==> src/rtl/regfile_pkg.sv <==
// Shared sizing and types for the 32 x 64-bit register file write/read slice.
// Consumers: regfile_write_decoder, decoder5_32, regfile_write_decoder_if.
package regfile_pkg;

    localparam int unsigned DATA_W   = 64;
    localparam int unsigned NUM_REGS = 32;
    localparam int unsigned ADDR_W   = 5;
    localparam int unsigned ZERO_IDX = 31;

    typedef logic [ADDR_W-1:0]   reg_idx_t;
    typedef logic [DATA_W-1:0]   reg_word_t;
    typedef logic [NUM_REGS-1:0] onehot_t;

endpackage

==> src/rtl/regfile_write_decoder_if.sv <==
// Write/read bus between the pipeline (master) and the register file (slave).
interface regfile_write_decoder_if;
    import regfile_pkg::*;

    logic      RegWrite;
    reg_idx_t  WriteRegister;
    reg_word_t WriteData;
    reg_idx_t  ReadRegister1;
    reg_idx_t  ReadRegister2;
    reg_word_t ReadData1;
    reg_word_t ReadData2;
    onehot_t   wr_onehot;

    modport master (
        output RegWrite, WriteRegister, WriteData, ReadRegister1, ReadRegister2,
        input  ReadData1, ReadData2, wr_onehot
    );

    modport slave (
        input  RegWrite, WriteRegister, WriteData, ReadRegister1, ReadRegister2,
        output ReadData1, ReadData2, wr_onehot
    );

endinterface

==> src/rtl/regfile_write_decoder_decoder5_32.sv <==
// Enable-gated 5-to-32 one-hot decoder: a 2-to-4 stage selects one of four 3-to-8 stages.
module decoder5_32
    import regfile_pkg::*;
(
    input  logic     i_en,
    input  reg_idx_t i_idx,
    output onehot_t  o_onehot
);

    logic [3:0] w_hi;

    // AND-gating keeps an unknown index from leaking through while disabled
    for (genvar k = 0; k < 4; k++) begin : g_hi
        assign w_hi[k] = i_en & (i_idx[4:3] == 2'(k));
        for (genvar j = 0; j < 8; j++) begin : g_lo
            assign o_onehot[8*k + j] = w_hi[k] & (i_idx[2:0] == 3'(j));
        end
    end

endmodule

==> src/rtl/regfile_write_decoder.sv <==
// 32 x 64-bit register file: one decoded write port, two combinational read ports, X31 reads zero.
// Optional macro REGFILE_WRITE_BYPASS_EN forwards same-cycle write data to matching read ports.
module regfile_write_decoder
    import regfile_pkg::*;
(
    input  logic                    clk,
    input  logic                    reset,
    regfile_write_decoder_if.slave  bus
);

    localparam reg_idx_t ZERO_SEL = reg_idx_t'(ZERO_IDX);

    onehot_t   w_dec;
    onehot_t   w_onehot;
    reg_word_t r_regs [NUM_REGS];
    reg_word_t w_rd1;
    reg_word_t w_rd2;

    decoder5_32 u_dec (
        .i_en     (bus.RegWrite),
        .i_idx    (bus.WriteRegister),
        .o_onehot (w_dec)
    );

    assign w_onehot = w_dec & ~(onehot_t'(1) << ZERO_IDX);

    // Storage: reset wins over a coincident write; the zero slot is never enabled
    always_ff @(posedge clk) begin
        if (reset) begin
            for (int unsigned i = 0; i < NUM_REGS; i++) begin
                r_regs[i] <= '0;
            end
        end else begin
            for (int unsigned i = 0; i < NUM_REGS; i++) begin
                if (w_onehot[i]) begin
                    r_regs[i] <= bus.WriteData;
                end
            end
        end
    end

    // Read selectors; the zero index is excluded so it reads 0 even before the first reset
    always_comb begin
        w_rd1 = '0;
        w_rd2 = '0;
        for (int unsigned i = 0; i < NUM_REGS; i++) begin
            if (i != ZERO_IDX) begin
                if (bus.ReadRegister1 == ADDR_W'(i)) begin
                    w_rd1 = r_regs[i];
                end
                if (bus.ReadRegister2 == ADDR_W'(i)) begin
                    w_rd2 = r_regs[i];
                end
            end
        end
`ifdef REGFILE_WRITE_BYPASS_EN
        if (bus.RegWrite && (bus.WriteRegister != ZERO_SEL)) begin
            if (bus.ReadRegister1 == bus.WriteRegister) begin
                w_rd1 = bus.WriteData;
            end
            if (bus.ReadRegister2 == bus.WriteRegister) begin
                w_rd2 = bus.WriteData;
            end
        end
`else
        w_rd1 = (bus.ReadRegister1 == ZERO_SEL) ? '0 : w_rd1;
        w_rd2 = (bus.ReadRegister2 == ZERO_SEL) ? '0 : w_rd2;
`endif
        if (reset) begin
            w_rd1 = '0;
            w_rd2 = '0;
        end
    end

    assign bus.ReadData1 = w_rd1;
    assign bus.ReadData2 = w_rd2;
    assign bus.wr_onehot = w_onehot;

endmodule

==> src/flat_wrapper.sv <==
// flat-port wrapper written by rule: the top's interface ports become plain ports
module regfile_write_decoder_flat import regfile_pkg::*;
  (clk, reset, bus_RegWrite, bus_WriteRegister, bus_WriteData, bus_ReadRegister1, bus_ReadRegister2, bus_ReadData1, bus_ReadData2, bus_wr_onehot);
  regfile_write_decoder_if bus_i ();
  input  logic clk;
  input  logic reset;
  input wire logic [$bits(bus_i.RegWrite)-1:0] bus_RegWrite;
  input wire logic [$bits(bus_i.WriteRegister)-1:0] bus_WriteRegister;
  input wire logic [$bits(bus_i.WriteData)-1:0] bus_WriteData;
  input wire logic [$bits(bus_i.ReadRegister1)-1:0] bus_ReadRegister1;
  input wire logic [$bits(bus_i.ReadRegister2)-1:0] bus_ReadRegister2;
  output wire logic [$bits(bus_i.ReadData1)-1:0] bus_ReadData1;
  output wire logic [$bits(bus_i.ReadData2)-1:0] bus_ReadData2;
  output wire logic [$bits(bus_i.wr_onehot)-1:0] bus_wr_onehot;
  assign bus_i.RegWrite = bus_RegWrite;
  assign bus_i.WriteRegister = bus_WriteRegister;
  assign bus_i.WriteData = bus_WriteData;
  assign bus_i.ReadRegister1 = bus_ReadRegister1;
  assign bus_i.ReadRegister2 = bus_ReadRegister2;
  assign bus_ReadData1 = bus_i.ReadData1;
  assign bus_ReadData2 = bus_i.ReadData2;
  assign bus_wr_onehot = bus_i.wr_onehot;
  regfile_write_decoder u_core (.clk(clk), .reset(reset), .bus(bus_i));
endmodule
==> config.mk <==
export PLATFORM = sky130hd
export DESIGN_NAME = regfile_write_decoder_flat
export DESIGN_NICKNAME = d
export VERILOG_FILES = /design/src/rtl/regfile_pkg.sv /design/src/rtl/regfile_write_decoder_if.sv /design/src/rtl/regfile_write_decoder_decoder5_32.sv /design/src/rtl/regfile_write_decoder.sv /design/src/flat_wrapper.sv
export SDC_FILE = /design/constraint.sdc
export NUM_CORES = 2
export LEC_CHECK = 0
export ABC_AREA = 1
export BUFFER_PORTS_ARGS = -buffer_cell sky130_fd_sc_hd__buf_2
export CORE_ASPECT_RATIO = 1.75
export CORE_MARGIN = 2
export CORE_UTILIZATION = 57
export DETAILED_ROUTE_END_ITERATION = 8
export PLACE_DENSITY = 0.77
export REMOVE_ABC_BUFFERS = 1
export SETUP_SLACK_MARGIN = 0.3
export SLEW_MARGIN = 40
export SYNTH_ARGS = -nofsm -noshare
export SYNTH_HDL_FRONTEND = slang
export SYNTH_SLANG_ARGS = --single-unit
export TNS_END_PERCENT = 5
==> constraint.sdc <==
create_clock -name clk -period 5.5 [get_ports clk]
set_input_delay 0.275 -clock clk [delete_from_list [all_inputs] [get_ports clk]]
set_output_delay 0.275 -clock clk [all_outputs]
set_load 0.02 [all_outputs]
After elaboration in Yosys (flattened, before gate mapping). Memory sizes are Yosys's and may differ from the RTL's. Cells that the tools add are included. Widths: inputs -> output; s select.

Memories kept: 1. Bits in writable memories: 2048. Bits of input ports: 82. Output and inout port bits: 160. Register bits: 0.

Memories: u_core.r_regs (depth 32, width 64, rd ports 31, clocked after memory_dff 0, wr ports 32, RTL line regfile_write_decoder.sv:15) `reg_word_t r_regs [NUM_REGS];`.

Eq/ne operators: 72. Bitwise logic cells: 66. Multiplexer cells: 192. Reductions and logical operators: 4.

Operators with widths (count): $mux 64 (97); $eq 5x5->1 const B (32); $mux 1 (95); $eq 5x4->1 const B (16); $eq 5x3->1 const B (8); $and 1x1->1 (35); $or 1x1->1 (31); $eq 5x2->1 const B (4); $eq 3x3->1 const B (4); $eq 5x1->1 const B (2); $logic_not 5->1 (2); $eq 3x2->1 const B (2); $eq 2x2->1 const B (2); $eq 3x1->1 const B (1); $logic_not 3->1 (1); $eq 2x1->1 const B (1); $logic_not 2->1 (1).

Logic depth before layout (Yosys ltp).
Depth after elaboration: 34. Gate-level depth with buffers: 24. Gate-level depth less buffers: 23.

Modules after synthesis. From an unflattened synthesis, not the netlist that was laid out.

Cell total of the unflattened synthesis: 11287. Area total of the unflattened synthesis: 98092.8 µm².

Modules (own cells, without submodules): regfile_write_decoder (cells an instance 11236, area each 97890.1 µm², sequential area each 59577.1 µm², instances 1); decoder5_32 (cells an instance 51, area each 202.7 µm², sequential area each 0.0 µm², instances 1).

Worst setup path before layout. No wires, ideal clock.

Path kind: input to register. From: input bus_WriteRegister[3]. To: memory u_core.r_regs[0][1216] in the netlist's numbering (enable). Data arrival time: 5.195 ns. Setup time: 0.574 ns. Stages on the path: 4. Path slack: -0.269 ns. Buffers on the path: 1. Required time: 4.926 ns. Path through: inv_1 > nand3_1 > clkbuf_1 > o21ai_0.

RTL lines: start, declared (RTL line flat_wrapper.sv:8) `input wire logic [$bits(bus_i.WriteRegister)-1:0] bus_WriteRegister;`; end, declared (RTL line regfile_write_decoder.sv:15).

Worst setup path in the final report.
From: input bus_ReadRegister2[4]. To: output bus_ReadData2[54].

Cells in the longest elaborated chain, start to end: 34. Elaborated cells on any way between the ends: 65.

RTL lines: start, declared (RTL line flat_wrapper.sv:11) `input wire logic [$bits(bus_i.ReadRegister2)-1:0] bus_ReadRegister2;`; $logic_not 5->1 (RTL line regfile_write_decoder.sv:51) `if (bus.ReadRegister2 == ADDR_W'(i)) begin`; $mux 64 (31 in series) (RTL line regfile_write_decoder.sv:51); $mux 64 * (RTL line regfile_write_decoder.sv:67) `w_rd2 = (bus.ReadRegister2 == ZERO_SEL) ? '0 : w_rd2;`; $mux 64 * (RTL line regfile_write_decoder.sv:69) `if (reset) begin`; end, declared (RTL line flat_wrapper.sv:13) `output wire logic [$bits(bus_i.ReadData2)-1:0] bus_ReadData2;`.

Every way passes the cells marked *; elsewhere a longest branch is shown, timed or not.

==> flow_summary.yaml <==
synthesis:
  avgSynthCellArea_um2: 8.61
  synth_compound_gate_area_share_pct: 1.91
  muxShareOfSynthArea_pct: 0
  async_flop_share_pct: 0
  synth_edf_count: 1984
  synth_top_area_share_pct: 60.2
  synthAdderAreaFrac_pct: 0
  synthCells: 11494
  yosysWarnings: 0
  synth_area_leader_cell: "edfxtp_1"
  synth_flop_cell: "edfxtp_1"
  synth.distinct_cells: 26
  yosys-top-cells-area: "edfxtp_1, nand2_1, nor2_1"
  ys_seq_elements: 1984
  synthXorXnorAreaFrac_pct: 0
  synth_simple_gate_area_share_pct: 30.9
  synth.most_common_cell: "nand2_1"
  synth_top_family_by_area: "simple AND/OR/NAND/NOR gates"
  seq_area_frac_synth_pct: 60.2
  synth_commonest_cells: "nand2_1, nor2_1, edfxtp_1"
  netlist_area_um2: 99000
layout:
  layout.nets: 11616
  reg.largest.list: "u_core.r_regs (1984)"
  largest_register_ffs: 1984
  syn_to_final_growth_pct: 10.4
  final_util_pct: 63.2
  top_register: "u_core.r_regs"
  layout-drive-gt1-share_pct: 8.78
placement:
  gp_congestion: 0.972
  port_buffers: 240
  dp_hpwl_um: 209000
routing:
  ant_nets: 0
  via_per_inst: 6.10
  drt_wl_total_um: 314000
  dr.pass1.iters: 9
  top_layer_used: "met4"
  drtIter0Drc: 12256
  routedWlPerCell_um: 22.6
  wl_met1_um: 110000
  drcViolationCount: 2
  num_vias: 84765
  wl_met3_um: 37900
  wl_met2_um: 149000
timing:
  min_period_over_period_pct: 86.6
  finalSetupViolCount: 0
  slew_viol_final: 0
  slew_headroom_pct: 37.4
  finalSetupTns_ps: 0
  worst_pin_slew_ps: 940
  rsz0062_at_grt: "no"
  period_needed_ps: 4760
  fmax_mhz: 210
  hold_violations: 0
die:
  start_util_pct: 57.2
  die_w_um: 319
  rows: 202
  die_h_um: 555
  io_pins: 242
  core_area_um2: 173000
  dieArea_um2: 177000
setup_path:
  cp.required_ps: 5220
  crit_type: "in -> out"
  worstPathMaxFanout: 38
  critPathArrivalTime_ps: 4490
  worstSetupStartpointType: "primary input"
  end_kind: "primary output"
job:
  maxCapViolCount: 0
power:
  leakage_uw: 0.0419
  peakVddDrop_mv: 0.317
  powerDensity_nw_per_um2: 309
global_routing:
  antenna_found_initial: 4
  grt_pass1_wl_um: 476000
  grt_max_degree: 80
  gr-total-overflow: 0
  grt_pass1_vias: 83654
  grt_usage_pct: 34.7
cts:
  cts_buffers: 180
  cts_resized: 0
  cts_htree_levels: 4
  cts_root_buffer: "clkbuf_16"
  cts.clk_slew.worst_paths_ps: 60
  clock_tree.buffer_depth: 4
  cts.sinks: 1984
  cts_tree: "done"
min_path:
  hp-class: "in -> reg"
status:
  status: "complete, but fails checks"
  failed_checks: "DRC"
[per-stage QoR]
step / worst slack, ps / area, um^2 / total power [uW] / instances / hold WS [ps]
6_report: 739 / 109000 / 33800 / 13900 / 262
5_1_grt: 514 / 109000 / 34600 / 13899 / 291
4_1_cts: 1220 / 109000 / 33600 / 13889 / 0.488
3_5_place_dp: 1260 / 103000 / 21700 / 13530 / 750
3_3_place_gp: 1240 / 103000 / 21500 / 13518 / 780
2_1_floorplan: -879 / 96300 / 20300 / 10820 / 581
[timing repair]
item                                   in CTS  in global routing
hold buffers                               57                  7
endpoints found under the hold margin     683                 87
buffers inserted                            0                  0
[per-layer routing]
layer  global-route usage [%]  vias to the layer above
met5                        0                        -
met4                     19.1                        0
met3                     6.92                     1326
met2                     57.9                     6269
met1                     42.3                    39688
li1                         -                    37482
[area by class of cell]
class | instances | area [um^2]
clock inverter | 89 | 769
tap | 2244 | 2810
clock buffer | 213 | 4650
multi-input combinational | 7697 | 33100
inverter | 1139 | 4290
fill | 13701 | 63700
sequential | 1984 | 59600
timing repair buffer | 532 | 4020
antenna | 2 | 5.00
[kinds of logic (layout without fill, tap and decap cells)]
| kind of cell | after synthesis | in the layout |
|---|---|---|
| buf+inv | 1813 | 1973 |
| compound gates | 377 | 377 |
| flops | 1984 | 1984 |
| simple gates | 7319 | 7319 |
| other cells | 1 | 3 |
[worst max-delay path, cell delays in order]
cell and delay, ps:
buf_2 470, clkinv_2 230, buf_4 280, nand3_1 160, clkinv_2 590, buf_4 470, nand2_1 80, nand4_1 130
nor2_1 170, nand4_1 120, nor2_1 150, nand4_1 150, nor2_1 160, nand4_1 140, nor2_1 180, nand4_1 130
nor2_1 160, nand4_1 130, nand2_1 80, inv_1 30, buf_2 150
[report_power, final]
group	internal (uW)	total (uW)	switching (uW)
clock	6620	12200	5600
combinational	814	3330	2520
sequential	17700	18200	490
total	25200	33800	8610
[cell usage in the layout, fill, tap and decap left out, types with 23 or more instances in the layout]
cell type / n
clkbuf_16: 181
clkbuf_1: 32
nor2_4: 32
inv_1: 1022
inv_2: 40
edfxtp_1: 1984
buf_12: 23
nand4_1: 937
a21oi_1: 144
clkinv_2: 29
nand3_1: 217
or2_2: 140
buf_4: 177
nor2_2: 55
dlygate4sd3_1: 64
nor2_1: 2559
o21ai_0: 215
nand2_1: 3308
clkinv_1: 105
buf_2: 240
[path summary, 6_finish.rpt]
path | startpoint | endpoint | cells after the start
hold / removal | bus_RegWrite | u_core.r_regs[0][1498]$_DFFE_PP_ | 3
setup / recovery | bus_ReadRegister2[4] | bus_ReadData2[54] | 21
No activity file was read; power rests on OpenSTA's default activity.
